File: config.mk
export PLATFORM = sky130hd
export DESIGN_NAME = fetch_stage
export DESIGN_NICKNAME = d
export VERILOG_FILES = /design/src/rtl/fetch_stage_pkg.sv /design/src/rtl/fetch_stage_predecode.sv /design/src/rtl/fetch_stage.sv
export SDC_FILE = /design/constraint.sdc
export NUM_CORES = 1
export LEC_CHECK = 0
export CAP_MARGIN = 20
export CORE_ASPECT_RATIO = 0.75
export CORE_MARGIN = 3
export CORE_UTILIZATION = 25
export CTS_BUF_LIST = sky130_fd_sc_hd__clkbuf_4 sky130_fd_sc_hd__clkbuf_8 sky130_fd_sc_hd__clkbuf_16
export DETAILED_ROUTE_END_ITERATION = 10
export GPL_ROUTABILITY_DRIVEN = 0
export PLACE_DENSITY_LB_ADDON = 0.15
export SYNTH_ARGS = -nofsm -noshare
export SYNTH_HDL_FRONTEND = slang
export SYNTH_SLANG_ARGS = --single-unit
export TNS_END_PERCENT = 1
File: constraint.sdc
create_clock -name clk -period 3 [get_ports clk]
set_input_delay 0.45 -clock clk [delete_from_list [all_inputs] [get_ports clk]]
set_output_delay 0.45 -clock clk [all_outputs]
set_load 0.005 [all_outputs]
File: src/rtl/fetch_stage_pkg.sv
// Shared RV32I packet layout and fetch-stage types (states, reset PC, opcodes).
package rv32i_packet;

   typedef struct packed {
      logic [31:0] pc;
      logic [31:0] next_pc;
      logic [31:0] instruction;
      logic [31:0] imm;
      logic [4:0]  rs1;
      logic [4:0]  rs2;
      logic [4:0]  rd;
   } rv32i_data_t;

   typedef struct packed {
      logic        valid;
      rv32i_data_t data;
   } rv32i_packet_t;

endpackage

package rv32i_types;

   typedef enum logic [1:0] {
      IDLE  = 2'd0,
      FETCH = 2'd1,
      HOLD  = 2'd2,
      DROP  = 2'd3
   } fetch_state_t;

   localparam logic [31:0] DEFAULT_RESET_PC = 32'h0000_0060;
   localparam logic [6:0]  OP_JAL           = 7'b1101111;
   localparam logic [6:0]  OP_BRANCH        = 7'b1100011;

   function automatic logic [31:0] word_align(input logic [31:0] addr);
      return addr & ~32'h3;
   endfunction

endpackage

File: src/rtl/fetch_stage_predecode.sv
// Combinational predecode: extracts B/J immediates and predicts the next PC
// (backward-taken/forward-not-taken for branches, always-taken for JAL).
module fetch_predecode
   import rv32i_types::*;
#(
   parameter bit BTFN_EN = 1'b0
) (
   input  logic [31:0] pc,
   input  logic [31:0] instruction,
   output logic [31:0] next_pc
);

   logic [6:0]  opcode;
   logic [31:0] b_imm;
   logic [31:0] j_imm;
   logic [31:0] pc_plus4;

   always_comb begin
      opcode   = instruction[6:0];
      b_imm    = {{20{instruction[31]}}, instruction[7], instruction[30:25],
                  instruction[11:8], 1'b0};
      j_imm    = {{12{instruction[31]}}, instruction[19:12], instruction[20],
                  instruction[30:21], 1'b0};
      pc_plus4 = pc + 32'd4;
      next_pc  = pc_plus4;
      if (BTFN_EN) begin
         if (opcode == OP_JAL) begin
            next_pc = pc + j_imm;
         end else if (opcode == OP_BRANCH && b_imm[31]) begin
            next_pc = pc + b_imm;
         end
      end
   end

endmodule

File: src/rtl/fetch_stage.sv
// RV32I instruction-fetch stage: owns the PC, runs the I-mem handshake, feeds IF/ID.
// Define FETCH_BTFN_EN to predict next_pc from the fetched word (JAL / backward branch).
module fetch_stage
   import rv32i_types::*;
   import rv32i_packet::*;
#(
   parameter logic [31:0] RESET_PC = DEFAULT_RESET_PC
) (
   input  logic          clk,
   input  logic          rst,
   input  logic          stall,
   input  logic          redirect,
   input  logic [31:0]   redirect_pc,
   input  logic          inst_mem_resp,
   input  logic [31:0]   inst_mem_rdata,
   output logic          inst_mem_read,
   output logic [31:0]   inst_mem_address,
   output rv32i_packet_t out_packet
);

`ifdef FETCH_BTFN_EN
   localparam bit BtfnEn = 1'b1;
`else
   localparam bit BtfnEn = 1'b0;
`endif

   fetch_state_t  state, state_next;
   logic [31:0]   pc, pc_next;
   logic [31:0]   pend_pc, pend_next;
   rv32i_packet_t hold, hold_next;
   rv32i_packet_t out_next;
   rv32i_packet_t fetched;
   logic [31:0]   predicted_pc;

   fetch_predecode #(.BTFN_EN(BtfnEn)) u_predecode (
      .pc          (pc),
      .instruction (inst_mem_rdata),
      .next_pc     (predicted_pc)
   );

   always_ff @(posedge clk or negedge rst) begin
      if (!rst) begin
         state <= IDLE;
      end else begin
         state <= state_next;
      end
   end

   always_ff @(posedge clk or negedge rst) begin
      if (!rst) begin
         pc         <= RESET_PC;
         pend_pc    <= '0;
         hold       <= '0;
         out_packet <= '0;
      end else begin
         pc         <= pc_next;
         pend_pc    <= pend_next;
         hold       <= hold_next;
         out_packet <= out_next;
      end
   end

   // Redirect outranks stall and resp; a stalled cycle freezes the packet unless redirected.
   always_comb begin
      fetched                  = '0;
      fetched.valid            = 1'b1;
      fetched.data.pc          = pc;
      fetched.data.instruction = inst_mem_rdata;
      fetched.data.next_pc     = word_align(predicted_pc);

      state_next = state;
      pc_next    = pc;
      pend_next  = pend_pc;
      hold_next  = hold;
      out_next   = out_packet;

      if (!stall) out_next.valid = 1'b0;
      if (redirect) begin
         out_next.valid = 1'b0;
         hold_next      = '0;
      end

      case (state)
         IDLE: begin
            state_next = FETCH;
            if (redirect) pc_next = word_align(redirect_pc);
         end
         FETCH: begin
            if (redirect) begin
               if (inst_mem_resp) begin
                  pc_next = word_align(redirect_pc);
               end else begin
                  pend_next  = word_align(redirect_pc);
                  state_next = DROP;
               end
            end else if (inst_mem_resp) begin
               if (stall) begin
                  hold_next  = fetched;
                  state_next = HOLD;
               end else begin
                  out_next = fetched;
                  pc_next  = fetched.data.next_pc;
               end
            end
         end
         HOLD: begin
            if (redirect) begin
               pc_next    = word_align(redirect_pc);
               state_next = FETCH;
            end else if (!stall) begin
               out_next   = hold;
               pc_next    = hold.data.next_pc;
               hold_next  = '0;
               state_next = FETCH;
            end
         end
         DROP: begin
            // A redirect landing with the stale resp jumps straight to the newest target,
            // since no further response will arrive for the abandoned request.
            if (redirect) begin
               pend_next = word_align(redirect_pc);
               if (inst_mem_resp) begin
                  pc_next    = word_align(redirect_pc);
                  state_next = FETCH;
               end
            end else if (inst_mem_resp) begin
               pc_next    = pend_pc;
               state_next = FETCH;
            end
         end
         default: state_next = IDLE;
      endcase
   end

   assign inst_mem_read    = (state == FETCH) || (state == DROP);
   assign inst_mem_address = pc;

endmodule

==> out/results.tsv <==
stage	metric	value	unit
cells_and_area	area_growth	31.06	%
timing	slew_headroom	45.65	%
clock_tree	cts_buffers	41	
cells_and_area	fin_area	0.02155	mm^2
synthesis	ys_ff_latch	352	
routing	viasPerCell	5.105	
timing	final.setup_skew	0.01243	ns
timing	fin_ws	0.1175	ns
cells_and_area	diodes	0	
cells_and_area	final_core_util	33.48	%
grt	grt_pass1_wl	95190	um
critical_path	cp_num_buf_inv	3	
floorplan	num_rows	80	
clock_tree	cts.path.max_buffers	3	
timing	finalSetupViolations	0	
synthesis	yosys-top-cells-area	dfrtp_1 53%, nand2_1 5.9%, o21ai_0 4.7%, a22oi_1 4.1%, a22o_1 3.2%	
cells_and_area	num-fill-cells	6541	
floorplan	die_w	302.1	um
critical_path	crit_chain	inv_1 -> ha_2 -> buf_4 -> or2_2 -> clkdlybuf4s50_1	
clock_tree	root_buffer	clkbuf_16	
job	drv_cap	0	
synthesis	synthSimpleGateAreaFrac	14.61	%
floorplan	coreArea	0.06436	mm^2
synthesis	synth_edf_count	0	
synthesis	ys.flop_type	dfrtp_1	
outcome	status	completed	
placed_design	post-place-ws	0.4279	ns
routing	finalWirelength	63700	um
synthesis	ys_warn_count	0	
synthesis	synth_xor_area_share	1.438	%
timing	tightest_slew	0.8143	ns
placed_design	dp_hpwl	42370	um
routing	drt-initial-drc-count	1109	
critical_path	max_stage_delay	0.59	ns
synthesis	yosysMostFrequentCell	dfrtp_1	
timing	fmax	346.9	MHz
critical_path	crit_required	2.55	ns
critical_path	start_kind	flip-flop	
power	finalPower	17.92	mW
grt	first_global_vias	13985	
power	powerDensity	831.4	mW/mm^2
synthesis	syn_avg_cell_area	9.936	um^2
timing	finalSetupTns	0	ns
cells_and_area	ff_latch_area	0.008811	mm^2
placed_design	placed_area	0.02023	mm^2
floorplan	dieArea	0.06892	mm^2
synthesis	syn_nets	1730	
synthesis	synth_top_area_share	53.26	%
clock_tree	cts_sinks	352	
synthesis	ys_async_sr_fraction	100.0	%
clock_tree	cts_setup_buffers	0	
critical_path	cp-end-kind	output port	
timing	period_share	96.08	%
routing	drc	0	
synthesis	synth_commonest_cells	350 x dfrtp_1, 257 x nand2_1, 155 x o21ai_0, 102 x clkbuf_1, 92 x nor2_1	
grt	grt_util_all_layers	18.14	%
floorplan	die_h	228.1	um
routing	wire_per_inst	23.09	um
critical_path	slowest_stage	clkdlybuf4s50_1	
timing	period_minus_slack	2.883	ns
floorplan	start_util	25.55	%
floorplan	io_pins	246	
critical_path	critPathMaxFanout	8	
cells_and_area	instances_no_fill	2759	
synthesis	syn_area	0.01644	mm^2
cells_and_area	multi_input_area	0.006980	mm^2
power	ir_drop	688.7	uV
routing	drtPass1Iterations	5	
grt	antenna_found_initial	3	
routing	num_vias	14086	
timing	rsz0062_at_grt	no	
cells_and_area	nets	1949	
timing	whs	0.4482	ns
clock_tree	cts.clk_slew.worst_paths	0.06	ns
synthesis	synth_top_family_by_area	compound AO/OA/AOI/OAI gates	
grt	grt_max_degree	80	
timing	slew_violations	0	
clock_tree	cts_tree	built	
power	power.leakage	8.859	nW
critical_path	worst_ep_arrival_time	2.43	ns
synthesis	post_synth_num_cell_types	67	
placed_design	post-place-cells	2691	
synthesis	synth_fa_ha_area_share	0.4566	%
grt	overflow	0	
min_path	hold_class	in2reg	
synthesis	netlist_instances	1655	
clock_tree	htreeDepth	2	
synthesis	ys_seq_area_share	53.58	%
synthesis	synth_compound_gate_area_share	21.39	%
routing	detail-route-antenna-nets	0	
timing	hold_viol	0	
placed_design	io_buffer_count	243	
clock_tree	worstSkewPairLatency	0.56	ns
critical_path	worstSetupPathType	reg2out	
synthesis	synth_top_cell_by_area	dfrtp_1	
critical_path	path_delay_family	buffers and inverters	
cells_and_area	drive_gt1_share	12.17	%
synthesis	synth.area.mux_share	4.124	%
[timing repair]
item	CTS	global route
resized for setup	1	0
setup endpoints to repair	1	0
hold endpoints to repair	72	0
hold buffers	1	0
[worst register-to-register path, cell delays in order, from the launching register on]
cell and delay [ns]:
dfrtp_1 0.42, inv_1 0.15, ha_1 0.42, clkinv_1 0.18
nor3_2 0.58, nor2b_1 0.22, buf_4 0.32, a22oi_1 0.11
o21ai_0 0.10
[worst paths after layout]
kind	end	slack, ns	from	cells after the start
worst max-delay path	inst_mem_read	0.12	state[1]	5
worst min-delay path	out_packet[143]	0.45	redirect	2
worst max register to register	out_packet[104]	0.40	state[0]	8
worst min register to register	out_packet[6]	0.47	out_packet[6]	2
max in group asynchronous	hold[35]	1.56	rst	3
min in group asynchronous	hold[15]	0.49	rst	2
[registers in the layout, summed over array words and instances, names as in the netlist]
name,flops
hold,144
state,2
pend_pc,30
out_packet,144
inst_mem_address,32
[power breakdown]
part	total (mW)	switching (mW)	internal, mW
clock network	4.99	2.06	2.93
logic	6.67	3.98	2.70
registers	6.25	0.741	5.51
total	17.9	6.78	11.1
[cell families (layout without fill, tap and decap cells)]
group / Yosys count / count (layout)
and+or+nand+nor: 514 / 514
AOI/OAI and AO/OA: 518 / 518
adders and majority gates: 6 / 6
buffers and inverters: 175 / 418
muxes: 63 / 63
DFF: 352 / 352
xor gates and xnor gates: 27 / 27
[routing by layer]
layer / share of wire (%) / global-route usage [%] / vias up
met3: 6.5 / 2.985 / 82
met2: 44 / 27.32 / 499
met5: 0 / 0 / -
li1: - / - / 6376
met1: 47 / 26.88 / 7129
met4: 2.2 / 4.600 / 0
[layout make-up]
cell class | count | share of cell area [%]
clock inverters | 11 | 0.5458
multi-input cells | 1128 | 32.39
inverters | 18 | 0.3135
flip-flops and latches | 352 | 40.88
repair buffers | 333 | 15.35
well taps | 861 | 4.999
clock buffers | 56 | 5.516
[layout by cell type (no fill, tap or decap), types with 8 or more instances in the layout]
cell             Yosys  final
dfrtp_1            350    350
nand2_1            257    256
clkdlybuf4s50_1      0    240
o21ai_0            155    154
nor2_1              92     91
a22oi_1             90     90
buf_4                4     74
nor2b_1             65     63
a22o_1              61     61
o31ai_1             55     55
a21oi_1             47     46
clkbuf_16            0     41
mux2_2              38     38
mux2i_1             25     25
nand2b_1            20     20
nand3_1             19     19
xnor2_1             19     19
inv_1               17     16
buf_12               0     16
a31oi_1             15     14
nor3_1              14     14
a32o_1              11     11
nand4_1             10     10
xor2_1               8      8
o22ai_1              8      8
or3_1                8      8
o221ai_1             8      8
clkbuf_8             0      8
(Power assumes the default switching activity.)
